**src/rtl/pipe_pkg.sv**
```systemverilog
// Shared pipeline definitions for the unified-memory arbiter.
//   - arb_state_t : arbiter FSM states
//   - ARB_AW/ARB_DW/ARB_SW : default address/data/strobe widths
//   - PERF_W : width of the optional performance counters
package pipe_pkg;

  localparam int unsigned ARB_AW = 32;
  localparam int unsigned ARB_DW = 32;
  localparam int unsigned ARB_SW = ARB_DW / 8;
  localparam int unsigned PERF_W = 32;

  typedef enum logic [2:0] {
    IDLE,
    ISSUE_IF,
    ISSUE_DM,
    WAIT_IF,
    WAIT_DM,
    DROP
  } arb_state_t;

endpackage

```
**src/rtl/arb_perf_counters.sv**
```systemverilog
// Optional arbiter performance counters (only built with ARB_PERF_CNT_EN).
//   clk, rst_n      : clock, asynchronous active-low clear
//   if_wait_en      : count a cycle of IF stall
//   dm_wait_en      : count a cycle of MEM stall
//   drop_en         : count a fetch entering DROP
//   if_wait_cnt, dm_wait_cnt, drop_cnt : wrapping W-bit counters
`ifdef ARB_PERF_CNT_EN
module arb_perf_counters #(
  parameter int unsigned W = 32
) (
  input  logic         clk,
  input  logic         rst_n,
  input  logic         if_wait_en,
  input  logic         dm_wait_en,
  input  logic         drop_en,
  output logic [W-1:0] if_wait_cnt,
  output logic [W-1:0] dm_wait_cnt,
  output logic [W-1:0] drop_cnt
);

  always_ff @(posedge clk or negedge rst_n) begin
    if (!rst_n) begin
      if_wait_cnt <= '0;
      dm_wait_cnt <= '0;
      drop_cnt    <= '0;
    end else begin
      if (if_wait_en) if_wait_cnt <= if_wait_cnt + 1'b1;
      if (dm_wait_en) dm_wait_cnt <= dm_wait_cnt + 1'b1;
      if (drop_en)    drop_cnt    <= drop_cnt + 1'b1;
    end
  end

endmodule
`endif

```
**src/rtl/imem_dmem_arbiter.sv**
```systemverilog
// Arbiter sharing one single-port unified memory between instruction fetch
// (IF) and load/store (MEM). Data has fixed priority over fetch; one
// transaction is outstanding at a time. Fetches killed by a redirect are
// drained in DROP without producing if_valid.
//
// Ports:
//   clk, rst_n                       : clock, asynchronous active-low reset
//   if_req/if_addr/if_flush          : fetch request, PC, redirect kill
//   if_rdata/if_valid/if_stall       : fetched word, completion pulse, stall
//   dm_req/dm_we/dm_addr/dm_wdata/dm_wstrb : load/store request
//   dm_rdata/dm_valid/dm_stall       : load data, completion pulse, stall
//   mem_req/mem_we/mem_addr/mem_wdata/mem_wstrb : registered memory request
//   mem_gnt/mem_rvalid/mem_rdata     : memory accept, response, read data
//   perf_if_wait/perf_dm_wait/perf_drop : counters, only with ARB_PERF_CNT_EN
module imem_dmem_arbiter
  import pipe_pkg::*;
#(
  parameter int unsigned AW = ARB_AW,
  parameter int unsigned DW = ARB_DW,
  parameter int unsigned SW = DW / 8
) (
  input  logic          clk,
  input  logic          rst_n,
  input  logic          if_req,
  input  logic [AW-1:0] if_addr,
  input  logic          if_flush,
  output logic [DW-1:0] if_rdata,
  output logic          if_valid,
  output logic          if_stall,
  input  logic          dm_req,
  input  logic          dm_we,
  input  logic [AW-1:0] dm_addr,
  input  logic [DW-1:0] dm_wdata,
  input  logic [SW-1:0] dm_wstrb,
  output logic [DW-1:0] dm_rdata,
  output logic          dm_valid,
  output logic          dm_stall,
  output logic          mem_req,
  output logic          mem_we,
  output logic [AW-1:0] mem_addr,
  output logic [DW-1:0] mem_wdata,
  output logic [SW-1:0] mem_wstrb,
  input  logic          mem_gnt,
  input  logic          mem_rvalid,
  input  logic [DW-1:0] mem_rdata
`ifdef ARB_PERF_CNT_EN
  ,
  output logic [PERF_W-1:0] perf_if_wait,
  output logic [PERF_W-1:0] perf_dm_wait,
  output logic [PERF_W-1:0] perf_drop
`endif
);

  arb_state_t state;
  // Remembers a flush seen in ISSUE_IF while the grant is still pending,
  // since the redirect pulse may be gone by the time mem_gnt arrives.
  logic       kill;

  logic if_elig;
  logic dm_elig;

  // A port whose valid pulse is high still holds its completed request.
  assign if_elig  = if_req && !if_valid;
  assign dm_elig  = dm_req && !dm_valid;
  assign if_stall = if_req && !if_valid;
  assign dm_stall = dm_req && !dm_valid;

  always_ff @(posedge clk or negedge rst_n) begin
    if (!rst_n) begin
      state     <= IDLE;
      kill      <= 1'b0;
      mem_req   <= 1'b0;
      mem_we    <= 1'b0;
      mem_addr  <= '0;
      mem_wdata <= '0;
      mem_wstrb <= '0;
      if_rdata  <= '0;
      if_valid  <= 1'b0;
      dm_rdata  <= '0;
      dm_valid  <= 1'b0;
    end else begin
      if_valid <= 1'b0;
      dm_valid <= 1'b0;
      case (state)
        IDLE: begin
          kill <= 1'b0;
          if (dm_elig) begin
            state     <= ISSUE_DM;
            mem_req   <= 1'b1;
            mem_we    <= dm_we;
            mem_addr  <= dm_addr;
            mem_wdata <= dm_wdata;
            mem_wstrb <= dm_wstrb;
          end else if (if_elig) begin
            state     <= ISSUE_IF;
            mem_req   <= 1'b1;
            mem_we    <= 1'b0;
            mem_addr  <= if_addr;
            mem_wdata <= '0;
            mem_wstrb <= '0;
          end
        end
        ISSUE_IF: begin
          if (if_flush) kill <= 1'b1;
          if (mem_gnt) begin
            mem_req <= 1'b0;
            kill    <= 1'b0;
            state   <= (if_flush || kill) ? DROP : WAIT_IF;
          end
        end
        ISSUE_DM: begin
          if (mem_gnt) begin
            mem_req <= 1'b0;
            state   <= WAIT_DM;
          end
        end
        WAIT_IF: begin
          if (mem_rvalid) begin
            // A flush coinciding with the response discards the data.
            if (!if_flush) begin
              if_rdata <= mem_rdata;
              if_valid <= 1'b1;
            end
            state <= IDLE;
          end else if (if_flush) begin
            state <= DROP;
          end
        end
        WAIT_DM: begin
          if (mem_rvalid) begin
            dm_rdata <= mem_rdata;
            dm_valid <= 1'b1;
            state    <= IDLE;
          end
        end
        DROP: begin
          if (mem_rvalid) state <= IDLE;
        end
        default: state <= IDLE;
      endcase
    end
  end

`ifdef ARB_PERF_CNT_EN
  logic drop_enter;

  assign drop_enter = ((state == ISSUE_IF) && mem_gnt && (if_flush || kill)) ||
                      ((state == WAIT_IF) && if_flush && !mem_rvalid);

  arb_perf_counters #(
    .W(PERF_W)
  ) u_perf (
    .clk         (clk),
    .rst_n       (rst_n),
    .if_wait_en  (if_stall),
    .dm_wait_en  (dm_stall),
    .drop_en     (drop_enter),
    .if_wait_cnt (perf_if_wait),
    .dm_wait_cnt (perf_dm_wait),
    .drop_cnt    (perf_drop)
  );
`endif

endmodule
```
**config.mk**
```make
export PLATFORM = sky130hd
export DESIGN_NAME = imem_dmem_arbiter
export DESIGN_NICKNAME = d
export VERILOG_FILES = /design/src/rtl/pipe_pkg.sv /design/src/rtl/arb_perf_counters.sv /design/src/rtl/imem_dmem_arbiter.sv
export SDC_FILE = /design/constraint.sdc
export NUM_CORES = 1
export LEC_CHECK = 0
export CORE_MARGIN = 5
export CORE_UTILIZATION = 44
export CTS_CLUSTER_DIAMETER = 60
export DETAILED_ROUTE_END_ITERATION = 8
export GPL_TIMING_DRIVEN = 0
export PLACE_DENSITY = 0.9
export RECOVER_POWER = 50
export SYNTH_ARGS = -nofsm -noshare
export SYNTH_HDL_FRONTEND = slang
export SYNTH_SLANG_ARGS = --single-unit
```
**constraint.sdc**
```tcl
create_clock -name clk -period 2.6 [get_ports clk]
set_input_delay 0.52 -clock clk [delete_from_list [all_inputs] [get_ports clk]]
set_output_delay 0.52 -clock clk [all_outputs]
set_load 0.1 [all_outputs]
```
==> metrics.txt <==
clk_lat worst skew 420 ps; cell area after synthesis 5840 sq um; clk slew on worst S/H paths 60 ps; critical path's top delay family buffers and inverters; outcome completed; CTS Sinks 140; Syn. warnings 0; clock skew a little over 8 ps; Mean Syn Cell Area 15.9 sq um; Worst Hold Class in2async; initial core utilization 44.5%; drt first pass iters 4; DRT antenna net count 0; layout cell share with drive strength beyond 1 27.4%; Buf/Inv on CP 1; max_cap viols 0; number of fill cells 869; Tcrit/Tclk final 95.2%; Fin. Hold Viols 0; Critical Path Max Stage Delay 1170 ps; syn nets ~510; RSZ-0062 raised after global routing no; worst slew pin tran between 1000 and 1500 ps; initial antenna violation count 1; die extent in x 125 um; routability cong. 0.906; Root Driver clkbuf_16; port bufs 277; final slew viol count 0; first-pass GRT wire length 27200 um; CP Max Fanout 2; DRC Markers 0; Core Rows 42; Area growth syn-to-layout 61.5%; critical path, cell by cell clkdlybuf4s50_1; pin count of the biggest net entering global routing 96; gr usage total ~22%; core area 13100 sq um; pre-CTS setup slack -404 ps; CTS H-tree depth 4; DRT iter0 DRCs around 170; post-synthesis sequential area ratio 60.0%; library cells used by synthesis 26; DR vias/cell 4.98; final WL 17100 um; Final HPWL DP 13000 um; TritonCTS clock tree yes; # resized after CTS 6; top-level port count 278; Post-CTS Setup Inserts 0; fin worst setup slack approximately 120 ps; Startpoint Class register; CP Data Required Time between 2000 and 2500 ps; Fmax achieved 404 MHz; CTS Buf Count 17; gr ovfl total 0; Crit. End Element output pin; vias after detailed routing 4255; Final #Nets about 800; Die Area 15700 sq um; register bit total from synthesis 140; Die Ht approximately 130 um; cts-stage hold buffer count 0; deepest clock path buffer count 2; Avg WL per Cell between 15 and 20 um; Cells after Synth 368; Worst path slowest cell clkdlybuf4s50_1; Worst Setup Path Type reg2out; vias in the first global route 4928; relative slew slack between 20% and 30%; Period minus WS final around 2500 ps; setup violators final 0; Worst Path Arrival ~2000 ps
## worst paths after layout
check,endpoint,start,cells past startpoint,slack [ps]
setup / recovery,dm_rdata[7],dm_rdata[7]$_DFFE_PN0P_,1,120
hold / removal,dm_rdata[4]$_DFFE_PN0P_,rst_n,1,340
setup reg to reg,dm_rdata[13]$_DFFE_PN0P_,state[1]$_DFFE_PN0P_,4,370
hold reg to reg,mem_req$_DFFE_PN0P_,mem_req$_DFFE_PN0P_,2,500
max in group asynchronous,mem_wdata[1]$_DFFE_PN0P_,rst_n,2,1240
min in group clk,mem_req$_DFFE_PN0P_,mem_req$_DFFE_PN0P_,2,500
## cells in the final DEF (no fill, tap or decap), drive strengths merged
master,count
a211o,1
a21oi,4
a22o,37
a311oi,1
and2,2
buf,16
bufinv,4
clkbuf,29
clkdlybuf4s15,2
clkdlybuf4s50,272
clkinv,3
clkinvlp,3
dfrtp,140
diode,1
dlygate4sd3,2
inv,5
mux2,128
nand2,5
nand2b,4
nand3,1
nor2,6
nor2b,1
nor3,5
nor3b,1
o21ai,4
o22ai,1
xnor2,1
## synthesized netlist by cell type (all sizes together)
| cell type | n | area share, % |
|---|---|---|
| a211o | 1 | 0.15 |
| a21oi | 4 | 0.34 |
| a22o | 37 | 5.5 |
| a311oi | 1 | 0.15 |
| and2 | 2 | 0.21 |
| buf | 24 | 3.5 |
| dfrtp | 140 | 60 |
| inv | 2 | 0.13 |
| mux2 | 128 | 27 |
| nand2 | 5 | 0.32 |
| nand2b | 4 | 0.56 |
| nand3 | 1 | 0.086 |
| nor2 | 6 | 0.39 |
| nor2b | 1 | 0.11 |
| nor3 | 5 | 1.0 |
| nor3b | 1 | 0.13 |
| o21ai | 4 | 0.54 |
| o22ai | 1 | 0.11 |
| xnor2 | 1 | 0.15 |
## kinds of logic after synthesis
group / after synthesis / synth area share (%)
AND/OR/NAND/NOR: 25 / 2.81
buffers and inverters: 26 / 3.62
flip-flops: 140 / 60.0
AO/OA/AOI/OAI: 48 / 6.83
XOR/XNOR: 1 / 0.150
multiplexers: 128 / 26.6
## layer usage
metal | GRT usage [%] | vias up | routed length, um
met4 | 8.48 | 0 | 378
met3 | 10.1 | 30 | 1690
met1 | 23.6 | 2096 | 6180
met5 | 0 | - | 0
met2 | 38.7 | 194 | 8820
li1 | - | 1935 | -
## state kept, by name (all words and copies together), names as in the netlist
signal and count:
mem_wdata 32, state 3, if_rdata 32, dm_rdata 32, mem_req 1, mem_addr 32
mem_wstrb 4, mem_we 1, kill 1, dm_valid 1, if_valid 1
## final cells by class
class / instances / area, sq um / share of cell area, %
plain buffers: 24 / 176 / 1.87
flip-flops and latches: 140 / 3500 / 37.1
multi-input cells: 202 / 2090 / 22.2
well taps: 176 / 220 / 2.33
clock inverters: 13 / 188 / 1.99
inverters: 2 / 7.51 / 0.0796
repair buffers: 278 / 2800 / 29.7
clock buffers: 19 / 443 / 4.70
diodes: 1 / 2.50 / 0.0265
## per-stage QoR
stage / setup TNS, ps / cells / hold slack (ps) / area (sq um) / util, %
2_1_floorplan: 0 / 368 / 224 / 5840 / -
3_3_place_gp: -587980 / 821 / 486 / 8840 / 67.3
3_5_place_dp: -785 / 822 / 480 / 8860 / 67.5
4_1_cts: 0 / 854 / 26.7 / 9500 / 72.3
5_1_grt: 0 / 854 / 438 / 9430 / 71.8
6_report: 0 / 855 / 337 / 9430 / 71.8
Power is left out: the tool's default activity adds up to more than one toggle a clock period on the data nets, which glitch-free logic cannot reach.
